==> config.mk <==
export PLATFORM = sky130hd
export DESIGN_NAME = seq_mult_ctrl_flat
export DESIGN_NICKNAME = d
export VERILOG_FILES = /design/src/rtl/arith_pkg.sv /design/src/rtl/seq_mult_ctrl_if.sv /design/src/rtl/adder_16bit.sv /design/src/rtl/seq_mult_ctrl.sv /design/src/flat_wrapper.sv
export SDC_FILE = /design/constraint.sdc
export NUM_CORES = 1
export LEC_CHECK = 0
export ABC_CLOCK_PERIOD_IN_PS = 18500
export BUFFER_PORTS_ARGS = -buffer_cell sky130_fd_sc_hd__buf_2
export CAP_MARGIN = 20
export CORE_AREA = 10 10 110 112
export CTS_CLUSTER_SIZE = 28
export DETAILED_ROUTE_END_ITERATION = 10
export DIE_AREA = 0 0 120 122
export HOLD_SLACK_MARGIN = 0.12
export PLACE_DENSITY = 0.4
export SETUP_SLACK_MARGIN = 0.15
export SYNTH_ARGS = -nofsm -noshare
export SYNTH_HDL_FRONTEND = slang
export SYNTH_SLANG_ARGS = --single-unit
export TNS_END_PERCENT = 100
==> constraint.sdc <==
create_clock -name clk -period 18.5 [get_ports clk]
set_clock_uncertainty 0.15 [all_clocks]
set_input_delay 0.925 -clock clk [delete_from_list [all_inputs] [get_ports clk]]
set_output_delay 0.925 -clock clk [all_outputs]
set_load 0.02 [all_outputs]
==> src/rtl/arith_pkg.sv <==
// Shared arithmetic definitions for the sequential multiplier controller.
//   - state_t    : controller states (encoding 2'd3 is illegal, recovers to IDLE)
//   - MULT_STEPS : number of shift-and-add steps per multiply
//   - PROD_W     : product / adder width
package arith_pkg;

    localparam int MULT_STEPS = 8;
    localparam int PROD_W     = 16;
    localparam int CNT_W      = $clog2(MULT_STEPS);

    typedef enum logic [1:0] {
        IDLE = 2'd0,
        RUN  = 2'd1,
        DONE = 2'd2
    } state_t;

endpackage

==> src/rtl/seq_mult_ctrl_if.sv <==
// Handshake/operand bundle for seq_mult_ctrl.
//   start   : request, honoured only in IDLE or DONE
//   a, b    : multiplicand / multiplier, captured on the accepted-start edge
//   busy    : high while multiplying
//   done    : one-cycle result pulse
//   product : result, held until the next accepted start
// master = requester side, slave = multiplier side.
interface seq_mult_ctrl_if;
    import arith_pkg::*;

    logic              start;
    logic [7:0]        a;
    logic [7:0]        b;
    logic              busy;
    logic              done;
    logic [PROD_W-1:0] product;

    modport master (
        output start, a, b,
        input  busy, done, product
    );

    modport slave (
        input  start, a, b,
        output busy, done, product
    );

endinterface

==> src/rtl/adder_16bit.sv <==
// 16-bit gate-level ripple-carry adder used as the accumulate engine.
//   sum   : x + y + cin (low 16 bits)
//   carry : carry-out of every bit position; carry[15] is the overall carry-out
//   x, y  : addends
//   cin   : carry-in to bit 0
module adder_16bit (
    output logic [15:0] sum,
    output logic [15:0] carry,
    input  logic [15:0] x,
    input  logic [15:0] y,
    input  logic        cin
);

    genvar gi;
    generate
        for (gi = 0; gi < 16; gi++) begin : g_fa
            logic ci;
            logic co;
            logic p;

            // Carries are chained through per-stage scalars so the
            // ripple path is not a self-referencing vector.
            if (gi == 0) begin : g_first
                assign ci = cin;
            end else begin : g_rest
                assign ci = g_fa[gi-1].co;
            end

            assign p         = x[gi] ^ y[gi];
            assign sum[gi]   = p ^ ci;
            assign co        = (x[gi] & y[gi]) | (p & ci);
            assign carry[gi] = co;
        end
    endgenerate

endmodule

==> src/rtl/seq_mult_ctrl.sv <==
// Sequential 8x8 unsigned shift-and-add multiplier controller.
// One adder_16bit is reused for 8 fixed steps, one partial product per cycle.
//   clk  : clock, all state changes on the rising edge
//   rst  : synchronous active-high reset; discards any in-flight multiply
//   mif  : slave side of seq_mult_ctrl_if (start/a/b in, busy/done/product out)
// Latency: start accepted at edge k -> busy in cycles k+1..k+8, done in k+9.
module seq_mult_ctrl
    import arith_pkg::*;
#(
    parameter int WIDTH = 8
) (
    input  logic           clk,
    input  logic           rst,
    seq_mult_ctrl_if.slave mif
);

    state_t               state_reg,  state_next;
    logic [2*WIDTH-1:0]   mcand_reg,  mcand_next;
    logic [WIDTH-1:0]     mplier_reg, mplier_next;
    logic [PROD_W-1:0]    acc_reg,    acc_next;
    logic [CNT_W-1:0]     cnt_reg,    cnt_next;

    logic [PROD_W-1:0]    addend;
    logic [PROD_W-1:0]    sum;
    logic [PROD_W-1:0]    carry;
    logic                 carry_unused;

    // Partial product: the shifted multiplicand is added only when the
    // current multiplier LSB is set.
    assign addend = mplier_reg[0] ? mcand_reg : '0;

    adder_16bit u_adder (
        .sum   (sum),
        .carry (carry),
        .x     (acc_reg),
        .y     (addend),
        .cin   (1'b0)
    );

    // Internal carries are not part of the result.
    assign carry_unused = ^carry[PROD_W-2:0];

    always_ff @(posedge clk) begin
        if (rst) begin
            state_reg  <= IDLE;
            mcand_reg  <= '0;
            mplier_reg <= '0;
            acc_reg    <= '0;
            cnt_reg    <= '0;
        end else begin
            state_reg  <= state_next;
            mcand_reg  <= mcand_next;
            mplier_reg <= mplier_next;
            acc_reg    <= acc_next;
            cnt_reg    <= cnt_next;
        end
    end

    always_comb begin
        state_next  = state_reg;
        mcand_next  = mcand_reg;
        mplier_next = mplier_reg;
        acc_next    = acc_reg;
        cnt_next    = cnt_reg;

        case (state_reg)
            IDLE: begin
                if (mif.start) begin
                    mcand_next  = {{WIDTH{1'b0}}, mif.a};
                    mplier_next = mif.b;
                    acc_next    = '0;
                    cnt_next    = '0;
                    state_next  = RUN;
                end
            end

            RUN: begin
                // start is deliberately not looked at here: no queueing, no abort.
                acc_next    = sum;
                mcand_next  = mcand_reg << 1;
                mplier_next = mplier_reg >> 1;
                cnt_next    = cnt_reg + 1'b1;
                // Fixed step count, no early exit when the multiplier empties.
                if (cnt_reg == CNT_W'(MULT_STEPS - 1)) begin
                    state_next = DONE;
                end
            end

            DONE: begin
                // A start here chains straight into the next multiply.
                if (mif.start) begin
                    mcand_next  = {{WIDTH{1'b0}}, mif.a};
                    mplier_next = mif.b;
                    acc_next    = '0;
                    cnt_next    = '0;
                    state_next  = RUN;
                end else begin
                    state_next = IDLE;
                end
            end

            default: begin
                state_next = IDLE;
            end
        endcase
    end

    // Moore outputs, decoded from state only.
    assign mif.busy    = (state_reg == RUN);
    assign mif.done    = (state_reg == DONE);
    assign mif.product = acc_reg;

    // An 8x8 product never exceeds 16'hFE01, so the adder can never carry out.
    a_no_carry_out : assert property (
        @(posedge clk) disable iff (rst) (state_reg == RUN) |-> !carry[PROD_W-1]
    );

endmodule

==> src/flat_wrapper.sv <==
// flat-port wrapper written by rule: the top's interface ports become plain ports
module seq_mult_ctrl_flat import arith_pkg::*;
#(
    parameter int WIDTH = 8
)
  (clk, rst, mif_start, mif_a, mif_b, mif_busy, mif_done, mif_product);
  seq_mult_ctrl_if mif_i ();
  input  logic clk;
  input  logic rst;
  input wire logic [$bits(mif_i.start)-1:0] mif_start;
  input wire logic [$bits(mif_i.a)-1:0] mif_a;
  input wire logic [$bits(mif_i.b)-1:0] mif_b;
  output wire logic [$bits(mif_i.busy)-1:0] mif_busy;
  output wire logic [$bits(mif_i.done)-1:0] mif_done;
  output wire logic [$bits(mif_i.product)-1:0] mif_product;
  assign mif_i.start = mif_start;
  assign mif_i.a = mif_a;
  assign mif_i.b = mif_b;
  assign mif_busy = mif_i.busy;
  assign mif_done = mif_i.done;
  assign mif_product = mif_i.product;
  seq_mult_ctrl #(.WIDTH(WIDTH)) u_core (.clk(clk), .rst(rst), .mif(mif_i));
endmodule
==> run_summary.xml <==
<?xml version="1.0" encoding="UTF-8"?>
<metrics>
  <group name="timing">
    <metric name="grt_setup_unrepaired" unit="">no</metric>
    <metric name="report.final.setup_viol" unit="">0</metric>
    <metric name="max_freq" unit="MHz">133</metric>
    <metric name="tightestPinTransition" unit="ps">883</metric>
    <metric name="hold_violations" unit="">0</metric>
    <metric name="slew_headroom" unit="">0.409</metric>
    <metric name="layout_setup_ws" unit="ps">10980</metric>
    <metric name="min_tclk_post_route" unit="ps">7520</metric>
    <metric name="fin_setup_tns" unit="ps">0</metric>
    <metric name="timing_max_transition_violations_final" unit="">0</metric>
    <metric name="post-route-period-util" unit="">0.406</metric>
  </group>
  <group name="global_routing">
    <metric name="grt_pass1_wl" unit="um">8960</metric>
    <metric name="grt_start_max_net_pins" unit="">27</metric>
    <metric name="gr-usage-all-layers" unit="">0.0768</metric>
    <metric name="vias_in_the_first_global_route" unit="">1706</metric>
    <metric name="global_route.overflow_total" unit="">0</metric>
    <metric name="number_of_antenna_violations_at_the_first_check_in_global_routing" unit="">0</metric>
  </group>
  <group name="pwr">
    <metric name="power-per-cell-area" unit="mW/mm^2">74.9</metric>
    <metric name="ir_drop" unit="mV">0.0272</metric>
    <metric name="power.leakage" unit="nW">0.901</metric>
  </group>
  <group name="worst_setup_path">
    <metric name="critical_path.endpoint_type" unit="">flop</metric>
    <metric name="timing.critical_path.fanout_max" unit="">18</metric>
    <metric name="cpLargestDelayFamily" unit="">adder cells</metric>
    <metric name="critPathLaunchType" unit="">flop</metric>
    <metric name="timing.critical_path.cells" unit="">and2_1 -&gt; ha_1 -&gt; inv_1 -&gt; fa_1 -&gt; fa_1 -&gt; fa_1 -&gt; fa_1 -&gt; fa_1 -&gt; fa_1 -&gt; fa_1 -&gt; fa_1 -&gt; fa_1 -&gt; fa_1 -&gt; fa_1 -&gt; fa_1 -&gt; fa_1 -&gt; fa_1 -&gt; a21boi_0 -&gt; o211a_1 -&gt; a211o_1</metric>
    <metric name="crit_required" unit="ps">18540</metric>
    <metric name="critical_path.startpoint" unit="">u_core.mplier_reg[0]</metric>
    <metric name="timing.critical_path.mode_cell" unit="">sky130_fd_sc_hd__fa_1</metric>
    <metric name="cp_slowest_cell" unit="">sky130_fd_sc_hd__dfxtp_1</metric>
    <metric name="cp_slowest_stage_delay" unit="ps">700</metric>
    <metric name="reg2reg_from" unit="">u_core.mplier_reg[0]</metric>
    <metric name="worst-path-buf-inv" unit="">1</metric>
    <metric name="critical_path_arrival" unit="ps">7560</metric>
    <metric name="critical_path_class" unit="">flop to flop</metric>
  </group>
  <group name="synthesis">
    <metric name="main_combinational_cell_family_by_area_after_synthesis" unit="">compound AO/OA/AOI/OAI gates</metric>
    <metric name="post_synth_most_frequent_cells" unit="">sky130_fd_sc_hd__dfxtp_1 (45), sky130_fd_sc_hd__nand2_1 (17), sky130_fd_sc_hd__mux2i_1 (16), sky130_fd_sc_hd__inv_1 (15)</metric>
    <metric name="synth-seq-area-share" unit="">0.406</metric>
    <metric name="synth_top_area_frac" unit="">0.406</metric>
    <metric name="yosys_warnings" unit="">0</metric>
    <metric name="post_synth_inst_count" unit="">214</metric>
    <metric name="mappedNetlistArea" unit="sq mm">0.00222</metric>
    <metric name="synth-main-ff-cell" unit="">sky130_fd_sc_hd__dfxtp_1</metric>
    <metric name="synth_fp_nets" unit="">250</metric>
    <metric name="yosys.area_share.adder" unit="">0.143</metric>
    <metric name="yosys.area.top_type" unit="">sky130_fd_sc_hd__dfxtp_1</metric>
    <metric name="synth.ff_latch_count" unit="">45</metric>
    <metric name="synthXorXnorAreaFrac" unit="">0</metric>
    <metric name="dominant_cell_by_count_in_the_synthesized_netlist" unit="">sky130_fd_sc_hd__dfxtp_1</metric>
    <metric name="synth.area.mux_share" unit="">0.0722</metric>
    <metric name="number_of_library_cell_types_mapped_by_synthesis" unit="">33</metric>
    <metric name="synth-simple-area-share" unit="">0.135</metric>
    <metric name="synth_compound_gate_area_share" unit="">0.163</metric>
    <metric name="async_flop_share" unit="">0</metric>
    <metric name="synthesis.area_per_instance" unit="sq um">10.4</metric>
    <metric name="top_area_cells_in_the_synthesized_netlist" unit="">sky130_fd_sc_hd__dfxtp_1 (41%), sky130_fd_sc_hd__fa_1 (13%), sky130_fd_sc_hd__mux2i_1 (7.2%)</metric>
    <metric name="edff_count_synth" unit="">0</metric>
  </group>
  <group name="layout">
    <metric name="postLayoutCoreUtil" unit="">0.256</metric>
    <metric name="stdcell_count" unit="">378</metric>
    <metric name="area_growth_syn_to_fin" unit="%">16.1</metric>
    <metric name="n_antenna_cell" unit="">0</metric>
    <metric name="layout-drive-gt1-share" unit="">0.198</metric>
    <metric name="fin_nets" unit="">278</metric>
  </group>
  <group name="cts">
    <metric name="tritoncts_clock_tree" unit="">built</metric>
    <metric name="post_cts.repair.setup_buffers" unit="">0</metric>
    <metric name="cts.path.max_buffers" unit="">2</metric>
    <metric name="tritoncts.num_buffers" unit="">5</metric>
    <metric name="clk_transition_reported_paths" unit="ps">90</metric>
    <metric name="cts_hold_repair.buffers" unit="">0</metric>
    <metric name="clock_sink_count" unit="">45</metric>
    <metric name="clock_insertion_delay_worst_skew" unit="ps">290</metric>
    <metric name="cts.repair.resized" unit="">0</metric>
    <metric name="htreeDepth" unit="">2</metric>
    <metric name="clk_root_buffer_cell" unit="">sky130_fd_sc_hd__clkbuf_8</metric>
  </group>
  <group name="route">
    <metric name="vias_per_cell" unit="">4.29</metric>
    <metric name="drt-initial-drc-count" unit="">81</metric>
    <metric name="route.final.wire_length" unit="um">5400</metric>
    <metric name="dr_total_vias" unit="">1621</metric>
    <metric name="post-route-drc-count" unit="">0</metric>
    <metric name="routed_wire_length_per_instance" unit="um">14.3</metric>
    <metric name="postRouteAntennaNets" unit="">0</metric>
    <metric name="detail_route.first_pass.iterations" unit="">4</metric>
  </group>
  <group name="floorplan">
    <metric name="initial_utilization" unit="">0.221</metric>
    <metric name="die_w" unit="um">120</metric>
    <metric name="dieHeight" unit="um">122</metric>
    <metric name="io_pins" unit="">37</metric>
    <metric name="num_rows" unit="">37</metric>
    <metric name="floorplan.core_area" unit="sq mm">0.0100</metric>
    <metric name="die_area" unit="sq mm">0.0146</metric>
  </group>
  <group name="run">
    <metric name="maximum_capacitance_violations" unit="">0</metric>
  </group>
  <group name="placed_design">
    <metric name="detailedPlace.worstSlack" unit="ps">10990</metric>
    <metric name="place.gp.congestion" unit="">0.691</metric>
    <metric name="placed_cells" unit="">370</metric>
    <metric name="port-buffer-count" unit="">36</metric>
    <metric name="hpwlAfterDp" unit="um">3790</metric>
  </group>
  <group name="worst_hold_path">
    <metric name="hold_start" unit="">u_core.mif.product[9]</metric>
    <metric name="hold_path.class" unit="">flop to flop</metric>
  </group>
  <group name="outcome">
    <metric name="run_status" unit="">completed</metric>
  </group>
</metrics>
[cells by family (layout without fill, tap and decap cells)]
| family | Yosys count | in the layout |
|---|---|---|
| mux | 16 | 16 |
| flops | 45 | 45 |
| simple gates | 57 | 57 |
| buf+inv | 33 | 61 |
| fa+ha+maj | 17 | 17 |
| compound gates | 46 | 46 |
[per-layer routing]
metal,global-route usage,vias to the layer above,wire [um],part of all wire
met4,0.0226,0,49,0.0091
li1,-,803,-,-
met5,0,-,0,0
met3,0.0310,4,321,0.059
met2,0.120,24,2430,0.45
met1,0.0954,790,2600,0.48
[where the power goes]
group          switching, mW  internal, mW
clock                 0.0328        0.0297
sequential           0.00435         0.101
combinational         0.0147        0.0101
[layout by cell type, fill, tap and decap left out]
master                      Yosys  final
sky130_fd_sc_hd__nand2b_1       6      6
sky130_fd_sc_hd__o211a_1        1      1
sky130_fd_sc_hd__dfxtp_1       45     45
sky130_fd_sc_hd__fa_1          14     14
sky130_fd_sc_hd__a211o_1        1      1
sky130_fd_sc_hd__inv_4          1      1
sky130_fd_sc_hd__nor3b_1        1      1
sky130_fd_sc_hd__nor3_1        14     14
sky130_fd_sc_hd__clkbuf_1       4      1
sky130_fd_sc_hd__and2b_2        1      1
sky130_fd_sc_hd__o21ai_0        1      1
sky130_fd_sc_hd__nand2_1       17     17
sky130_fd_sc_hd__buf_16         0      1
sky130_fd_sc_hd__a211oi_1      13     13
sky130_fd_sc_hd__nor2_1         2      2
sky130_fd_sc_hd__a21boi_0       1      1
sky130_fd_sc_hd__nand3_1        8      8
sky130_fd_sc_hd__a211oi_2       1      1
sky130_fd_sc_hd__mux2i_1       16     16
sky130_fd_sc_hd__nor3_4         1      1
sky130_fd_sc_hd__a21oi_1        6      6
sky130_fd_sc_hd__nor4_1         1      1
sky130_fd_sc_hd__buf_2          4     36
sky130_fd_sc_hd__o2bb2ai_1     11     11
sky130_fd_sc_hd__inv_1         15     15
sky130_fd_sc_hd__clkbuf_8       0      6
sky130_fd_sc_hd__nor2b_1        2      2
sky130_fd_sc_hd__a22o_1         9      9
sky130_fd_sc_hd__ha_1           3      3
sky130_fd_sc_hd__or3b_1         1      1
sky130_fd_sc_hd__o21a_1         2      2
sky130_fd_sc_hd__and2_1         2      2
sky130_fd_sc_hd__and3b_1        1      1
sky130_fd_sc_hd__buf_4          6      1
[layout make-up]
cell class                      count  area (sq um)
Clock buffer                        7          86.3
Fill cell                        1100          7470
Inverter                           16          62.6
Multi-Input combinational cell    136          1140
Sequential cell                    45           901
Tap cell                          136           170
Timing Repair Buffer               38           215
[final timing paths]
kind	end	slack, ps	cells after the start
max reg2reg	u_core.mif.product[15]	10980	20
min reg2reg	u_core.mif.product[9]	330	1
min	u_core.mif.product[9]	330	1
max	u_core.mif.product[15]	10980	20
[stage by stage]
stage          power, mW  hold slack, ps  instance area [sq um]
6_report           0.193             333                   2570
5_1_grt            0.203             358                   2570
4_1_cts            0.195             335                   2550
3_5_place_dp       0.132             317                   2460
3_3_place_gp       0.132             314                   2460
2_1_floorplan      0.127             295                   2220
No activity file was read; power rests on OpenSTA's default activity.
